File: config.mk
export PLATFORM = sky130hd
export DESIGN_NAME = dma_word_counter
export DESIGN_NICKNAME = d
export VERILOG_FILES = /design/src/rtl/dma_word_counter.sv
export SDC_FILE = /design/constraint.sdc
export NUM_CORES = 1
export LEC_CHECK = 0
export CORE_UTILIZATION = 40
export CTS_CLUSTER_SIZE = 30
export DETAILED_ROUTE_END_ITERATION = 8
export PLACE_DENSITY = 0.64
export SYNTH_ARGS = -nofsm -noshare
export SYNTH_HDL_FRONTEND = slang
export SYNTH_SLANG_ARGS = --single-unit
export TNS_END_PERCENT = 1
File: constraint.sdc
create_clock -name clk -period 5.54 [get_ports clk]
set_input_delay 0.554 -clock clk [delete_from_list [all_inputs] [get_ports clk]]
set_output_delay 0.554 -clock clk [all_outputs]
set_load 0.03 [all_outputs]
File: src/rtl/dma_word_counter.sv
// Up/down word counter for the DMA generator: reload register, terminal-count
// compare, run/stop control with wrap, stop and auto-reload end-of-transfer modes.
module dma_word_counter #(
  parameter int WIDTH = 16
) (
  input  logic             clk,
  input  logic             res_n,
  input  logic             load,
  input  logic [WIDTH-1:0] data_in,
  input  logic             start,
  input  logic             enable,
  input  logic             carry_in,
  input  logic             up,
  input  logic [1:0]       mode,
  input  logic [WIDTH-1:0] term,
  output logic [WIDTH-1:0] count_out,
  output logic             carry_out,
  output logic             tc,
  output logic             done,
  output logic             busy
);

  typedef enum logic [1:0] {
    S_IDLE = 2'b00,
    S_RUN  = 2'b01,
    S_DONE = 2'b10
  } state_t;

  localparam logic [WIDTH-1:0] ONE   = {{(WIDTH-1){1'b0}}, 1'b1};
  localparam logic [WIDTH-1:0] ZERO  = {WIDTH{1'b0}};
  localparam logic [WIDTH-1:0] ONES  = {WIDTH{1'b1}};

  state_t           state_q, state_d;
  logic [WIDTH-1:0] count_q, count_d;
  logic [WIDTH-1:0] reload_q, reload_d;
  logic             tc_q, tc_d;

  logic             step_s;
  logic             hit_s;
  logic [WIDTH-1:0] nxt_s;

  assign step_s = enable & carry_in & (state_q == S_RUN);
  assign nxt_s  = up ? (count_q + ONE) : (count_q - ONE);
  // Only a step that lands on term counts; a count already sitting on term does not.
  assign hit_s  = step_s & (nxt_s == term);

  // Next-state and datapath selection: load > start > step.
  always_comb begin
    state_d  = state_q;
    count_d  = count_q;
    reload_d = reload_q;
    tc_d     = 1'b0;
    if (load) begin
      count_d  = data_in;
      reload_d = data_in;
      state_d  = start ? S_RUN : S_IDLE;
    end else if (start && (state_q != S_RUN)) begin
      state_d = S_RUN;
    end else if (hit_s) begin
      tc_d = 1'b1;
      case (mode)
        2'b00: begin
          count_d = nxt_s;
        end
        2'b10: begin
          count_d = reload_q;
        end
        default: begin
          count_d = nxt_s;
          state_d = S_DONE;
        end
      endcase
    end else if (step_s) begin
      count_d = nxt_s;
    end else begin
      count_d = count_q;
    end
  end

  // State, count, reload and terminal-count pulse registers.
  always_ff @(posedge clk) begin
    if (!res_n) begin
      state_q  <= S_IDLE;
      count_q  <= ZERO;
      reload_q <= ZERO;
      tc_q     <= 1'b0;
    end else begin
      state_q  <= state_d;
      count_q  <= count_d;
      reload_q <= reload_d;
      tc_q     <= tc_d;
    end
  end

  assign count_out = count_q;
  assign tc        = tc_q;
  assign busy      = (state_q == S_RUN);
  assign done      = (state_q == S_DONE);
  assign carry_out = step_s & (up ? (count_q == ONES) : (count_q == ZERO));

endmodule

==> results_dict.tcl, run 1 <==
set metrics [dict create \
    tightest_slew_ns 0.741 \
    end_kind "flip-flop" \
    synth.net_count 435 \
    yosysSeqAreaShare_pct 22.4 \
    numCtsBuffers 5 \
    maxSlewHeadroom_pct 50.4 \
    place_area_um2 3760 \
    die-area_um2 8190 \
    nFillCells 724 \
    required_ns 5.77 \
    crit_type "input pin to flip-flop" \
    total_leakage_power_nw 1.59 \
    drive_gt1_share_pct 7.93 \
    maxCapViolCount 0 \
    syn_to_final_growth_pct 22.8 \
    hold_viol_final 0 \
    grt_pass1_vias 2812 \
    ios 61 \
    yosys.area.top_type_share_pct 22.4 \
    rows 31 \
    final_area_um2 3850 \
    via_per_inst 5.62 \
    cts_resized 0 \
    final_core_util_pct 51.9 \
    final_nets 484 \
    reg2regPathDepth 11 \
    p_total_mw 0.797 \
    grt_pass1_wl_um 14000 \
    r2r_end "count_out[13]" \
    htreeDepth 2 \
    crit_path_top_delay_cell "clkdlybuf4s50_1" \
    p_per_area_nw_per_um2 207 \
    cts_root_buffer "clkbuf_8" \
    totalNegativeSetupSlack_ns 0 \
    peakVddDrop_uv 126 \
    wl_um 8630 \
    slew_viol_final 0 \
    whs_endpoint "reload_q[12]" \
    synth_area_per_cell_um2 8.27 \
    fin_crit_sh_pct 80.6 \
    ff2ff_setup_slack_ns 1.62 \
    cts_setup_buffers 0 \
    grt_overflow 0 \
    synth_edf_count 0 \
    synth.most_common_cell "nand2_1" \
    status "finished, final reports clean" \
    synth_area_leaders "dfxtp_1, mux2i_1, ha_1, nand2_1, xnor2_1" \
    syn_area_um2 3130 \
    synth_ff_type "dfxtp_1" \
    synth_cell_type_count 75 \
    start_util_pct 42.3 \
    arrival_ns 4.69 \
    yosys_register_bits 35 \
    path_clk_slew_ns 0.07 \
    syn_inst 379 \
    regArea_um2 701 \
    period_needed_ns 4.47 \
    fmax_mhz 224 \
    antenna_found_initial 0 \
    clock_latency_ns 0.29 \
    post_drt_wl_per_cell_um 16.4 \
    cts_tree "yes" \
    hp-start "reload_q[12]" \
    async_flop_share_pct 0 \
    drcViolationCount 0 \
    hpwl_um 6680 \
    hold_path_depth 2 \
    yosys.area.top_type "dfxtp_1" \
    die_h_um 90.5 \
    multi_input_area_um2 2270 \
    synth_common_cells "nand2_1, dfxtp_1, mux2i_1" \
    core_um2 7410 \
    grt_max_degree 38 \
    drt_iter0_markers 114 \
    path_cells "clkdlybuf4s50_1 > inv_1 > ha_1 > xnor2_1 > xor2_1 > nor4_1 > nand3_1 > a2111oi_0 > and4_1 > nand4_4 > mux2_4 > o22ai_2" \
    ctsHoldBuffers 0 \
    yosysWarnings 0 \
    r2r-start "count_out[0]" \
    start_kind "input pin" \
    antenna_left 0 \
    cts_max_path_buffers 2 \
    setup_viol 0 \
    rsz0062_at_grt "false" \
    gp_congestion 0.842 \
    io_buffers 60 \
    first_pass_iters 4 \
    crit_path_max_fanout 15 \
    cp_slowest_stage_delay_ns 0.62 \
    finalClockSkew_ns 0.00667 \
    cts_num_sinks 35 \
    vias 2968 \
    min_path_type "flip-flop to flip-flop" \
    antennaDiodeCount 0 \
    globalRouteTotalUtil_pct 21.3 \
    die_w_um 90.5 \
]
==> power breakdown <==
| part | internal (mW) | leakage [nW] | switching, mW |
|---|---|---|---|
| clock network | 0.0879 | 0.0412 | 0.0967 |
| logic | 0.150 | 1.26 | 0.178 |
| registers | 0.267 | 0.289 | 0.0182 |
| total | 0.505 | 1.59 | 0.292 |
==> through the flow <==
step                hold slack (ns)  std cells  worst slack [ns]
floorplan                     0.452        379              2.16
global placement              0.462        520              1.02
detailed placement            0.469        520             0.812
CTS                           0.480        528              1.09
global route                  0.495        528             0.747
finish                        0.476        528              1.07
==> final cells by class <==
| type | instances | share of cell area [%] |
|---|---|---|
| Sequential cell | 35 | 18.2 |
| Tap cell | 99 | 3.22 |
| Clock inverter | 2 | 0.325 |
| Multi-Input combinational cell | 309 | 58.9 |
| Timing Repair Buffer | 62 | 16.0 |
| Inverter | 15 | 1.46 |
| Clock buffer | 6 | 1.89 |
==> registers in the layout, indices dropped and copies added, names as in the netlist <==
register,cells
tc,1
count_out,16
state_q,2
reload_q,16
==> cells in the final DEF, fill, tap and decap left out, drive strengths merged, types with 2 or more instances in the layout <==
master	Yosys	final
and2	6	6
o22ai	2	2
inv	15	15
xnor3	3	3
o2111a	2	2
xnor2	16	16
a22oi	2	2
or3	2	2
a31oi	6	6
o21ba	2	2
buf	8	2
clkbuf	12	6
dfxtp	35	35
nor2	13	13
a21o	6	6
a22o	8	8
nor4	8	8
a31o	3	3
a21boi	6	6
and4	2	2
a211oi	7	7
ha	14	14
a21oi	19	19
or2	3	3
o21a	3	3
a2111oi	4	4
clkdlybuf4s50	0	60
nor3	5	5
o2111ai	2	2
nor2b	14	14
nand4	10	10
nand3	10	10
and3	2	2
o21ai	31	31
mux2i	26	26
nand2	45	45
xor2	9	9
==> critical path: cells and delay by family <==
| kind | cells | cell delay (ns) |
|---|---|---|
| simple gates | 4 | 1.27 |
| fa+ha+maj | 1 | 0.47 |
| buf+inv | 2 | 0.94 |
| compound gates | 2 | 0.58 |
| mux | 1 | 0.43 |
| xor+xnor | 2 | 0.43 |
==> worst max-delay path by stage <==
stage          start  slack (ns)       endpoint  cells after the start
5_1_grt           up        0.75  count_out[13]                     12
4_1_cts           up        1.09  count_out[13]                     12
3_3_place_gp      up        1.02  count_out[13]                     12
3_5_place_dp      up        0.81  count_out[13]                     12
6_report          up        1.07  count_out[13]                     12
2_1_floorplan     up        2.16   count_out[1]                     14
==> logic make-up after synthesis <==
family | after synthesis | synth area share (%)
fa+ha+maj | 15 | 6.23
flops | 35 | 22.4
simple gates | 128 | 22.6
compound gates | 111 | 25.4
buf+inv | 35 | 5.31
xor+xnor | 28 | 9.27
mux | 27 | 8.79
==> metal layers <==
layer	vias up	share of wire (%)	track usage (%)
met5	-	0	0
met4	0	0.88	4.84
met3	7	3.1	2.78
met2	63	44	33.7
met1	1399	52	30.6
li1	1499	-	-
Note: power is estimated with default switching activity, not from simulation.
==> run 2: changes to the inputs <==
- clock period: 5.54 -> 4.3 ns (I/O delays scaled with it)
==> run 2 against run 1 <==
Final area is 1.3% higher. Die area stayed put. Global-route usage is 0.23 points higher. First-iteration DRC count is 26% higher. Register-to-register slack worse by 1.1 ns. Routed wire length is 0.36% higher. Critical endpoint is now count_out[9]. Largest power group unchanged.
==> results_dict.tcl, run 2 (synthesized netlist as in run 1, its figures left out) <==
set metrics [dict create \
    grt_pass1_vias 2956 \
    arrival_ns 4.25 \
    drcViolationCount 0 \
    min_path_type "flip-flop to flip-flop" \
    crit_type "input pin to flip-flop" \
    totalNegativeSetupSlack_ns 0 \
    final_area_um2 3900 \
    die-area_um2 8190 \
    grt_overflow 0 \
    via_per_inst 5.56 \
    fmax_mhz 248 \
    grt_max_degree 38 \
    place_ws_ns 0.0707 \
    ctsHoldBuffers 0 \
    antennaDiodeCount 0 \
    multi_input_area_um2 2270 \
    regArea_um2 701 \
    layout_common_cells "clkdlybuf4s50_1, nand2_1, dfxtp_1" \
    drt_iter0_markers 144 \
    drive_gt1_share_pct 9.17 \
    start_kind "input pin" \
    cts_setup_buffers 0 \
    htreeDepth 2 \
    grt_pass1_wl_um 14400 \
    nFillCells 699 \
    post_drt_wl_per_cell_um 16.2 \
    layout.cells.most_common "clkdlybuf4s50_1" \
    hold_viol_final 0 \
    cts_max_path_buffers 2 \
    ios 61 \
    wl_um 8670 \
    antenna_found_initial 0 \
    post-place-cells 527 \
    end_kind "flip-flop" \
    peakVddDrop_uv 146 \
    cts_root_buffer "clkbuf_8" \
    period_needed_ns 4.03 \
    crit_path_max_fanout 14 \
    clock_latency_ns 0.28 \
    final_cells 535 \
    hold_ws_ns 0.477 \
    rsz0062_at_grt "false" \
    total_leakage_power_nw 1.63 \
    p_total_mw 1.03 \
    path_clk_slew_ns 0.07 \
    fin_crit_sh_pct 93.8 \
    layout_setup_ws_ns 0.266 \
    final_core_util_pct 52.6 \
    syn_to_final_growth_pct 24.4 \
    globalRouteTotalUtil_pct 21.6 \
    cts_num_sinks 35 \
    die_w_um 90.5 \
    place_area_um2 3810 \
    start_util_pct 42.3 \
    gp_congestion 0.878 \
    maxCapViolCount 0 \
    maxSlewHeadroom_pct 52.5 \
    rows 31 \
    final_nets 491 \
    vias 2976 \
    die_h_um 90.5 \
    cts_resized 0 \
    status "finished, final reports clean" \
    first_pass_iters 4 \
    setup_viol 0 \
    hpwl_um 6770 \
    finalClockSkew_ns 0.00692 \
    antenna_left 0 \
    io_buffers 60 \
    tightest_slew_ns 0.710 \
    p_per_area_nw_per_um2 264 \
    cts_tree "yes" \
    slew_viol_final 0 \
    required_ns 4.51 \
    numCtsBuffers 5 \
    core_um2 7410 \
]
==> run 2: final cells by class <==
| class | count | share of cell area [%] |
|---|---|---|
| Multi-Input combinational cell | 309 | 58.2 |
| Clock buffer | 7 | 1.96 |
| Timing Repair Buffer | 69 | 17.1 |
| Inverter | 15 | 1.45 |
| Tap cell | 99 | 3.18 |
| Clock inverter | 1 | 0.128 |
| Sequential cell | 35 | 18.0 |
==> run 2: layer usage <==
metal	track usage, %	vias up	wire [um]	share of wire [%]
met5	0	-	0	0
met3	2.69	9	379	4.4
met2	34.7	71	3800	44
met1	30.4	1383	4380	51
li1	-	1513	-	-
met4	5.11	0	106	1.2
==> run 2: critical path, stage by stage <==
cell,delay (ns)
clkdlybuf4s50_1,0.45
inv_1,0.43
ha_1,0.38
xnor2_1,0.30
xor2_1,0.15
nor4_1,0.46
nand3_1,0.13
a2111oi_0,0.43
and4_1,0.36
nand4_4,0.16
buf_4,0.25
mux2i_1,0.14
a31oi_1,0.18
==> run 2: path summary, 6_finish.rpt <==
kind           startpoint      endpoint  slack, ns  cells past startpoint
max reg2reg  count_out[0]  count_out[9]       0.54                     12
max                    up  count_out[9]       0.27                     13
min reg2reg  reload_q[12]  reload_q[12]       0.48                      2
min          reload_q[12]  reload_q[12]       0.48                      2
==> run 2: power breakdown <==
part	switching (mW)	internal, mW	leakage (nW)	total, mW
sequential	0.0239	0.344	0.289	0.368
clock	0.117	0.114	0.0422	0.231
combinational	0.232	0.200	1.30	0.432
total	0.373	0.658	1.63	1.03
==> run 3: changes to the inputs <==
- CAP_MARGIN: unset -> 20
==> results of run 3 <==
Final layout, timing and power as in run 2 (identical DEF).
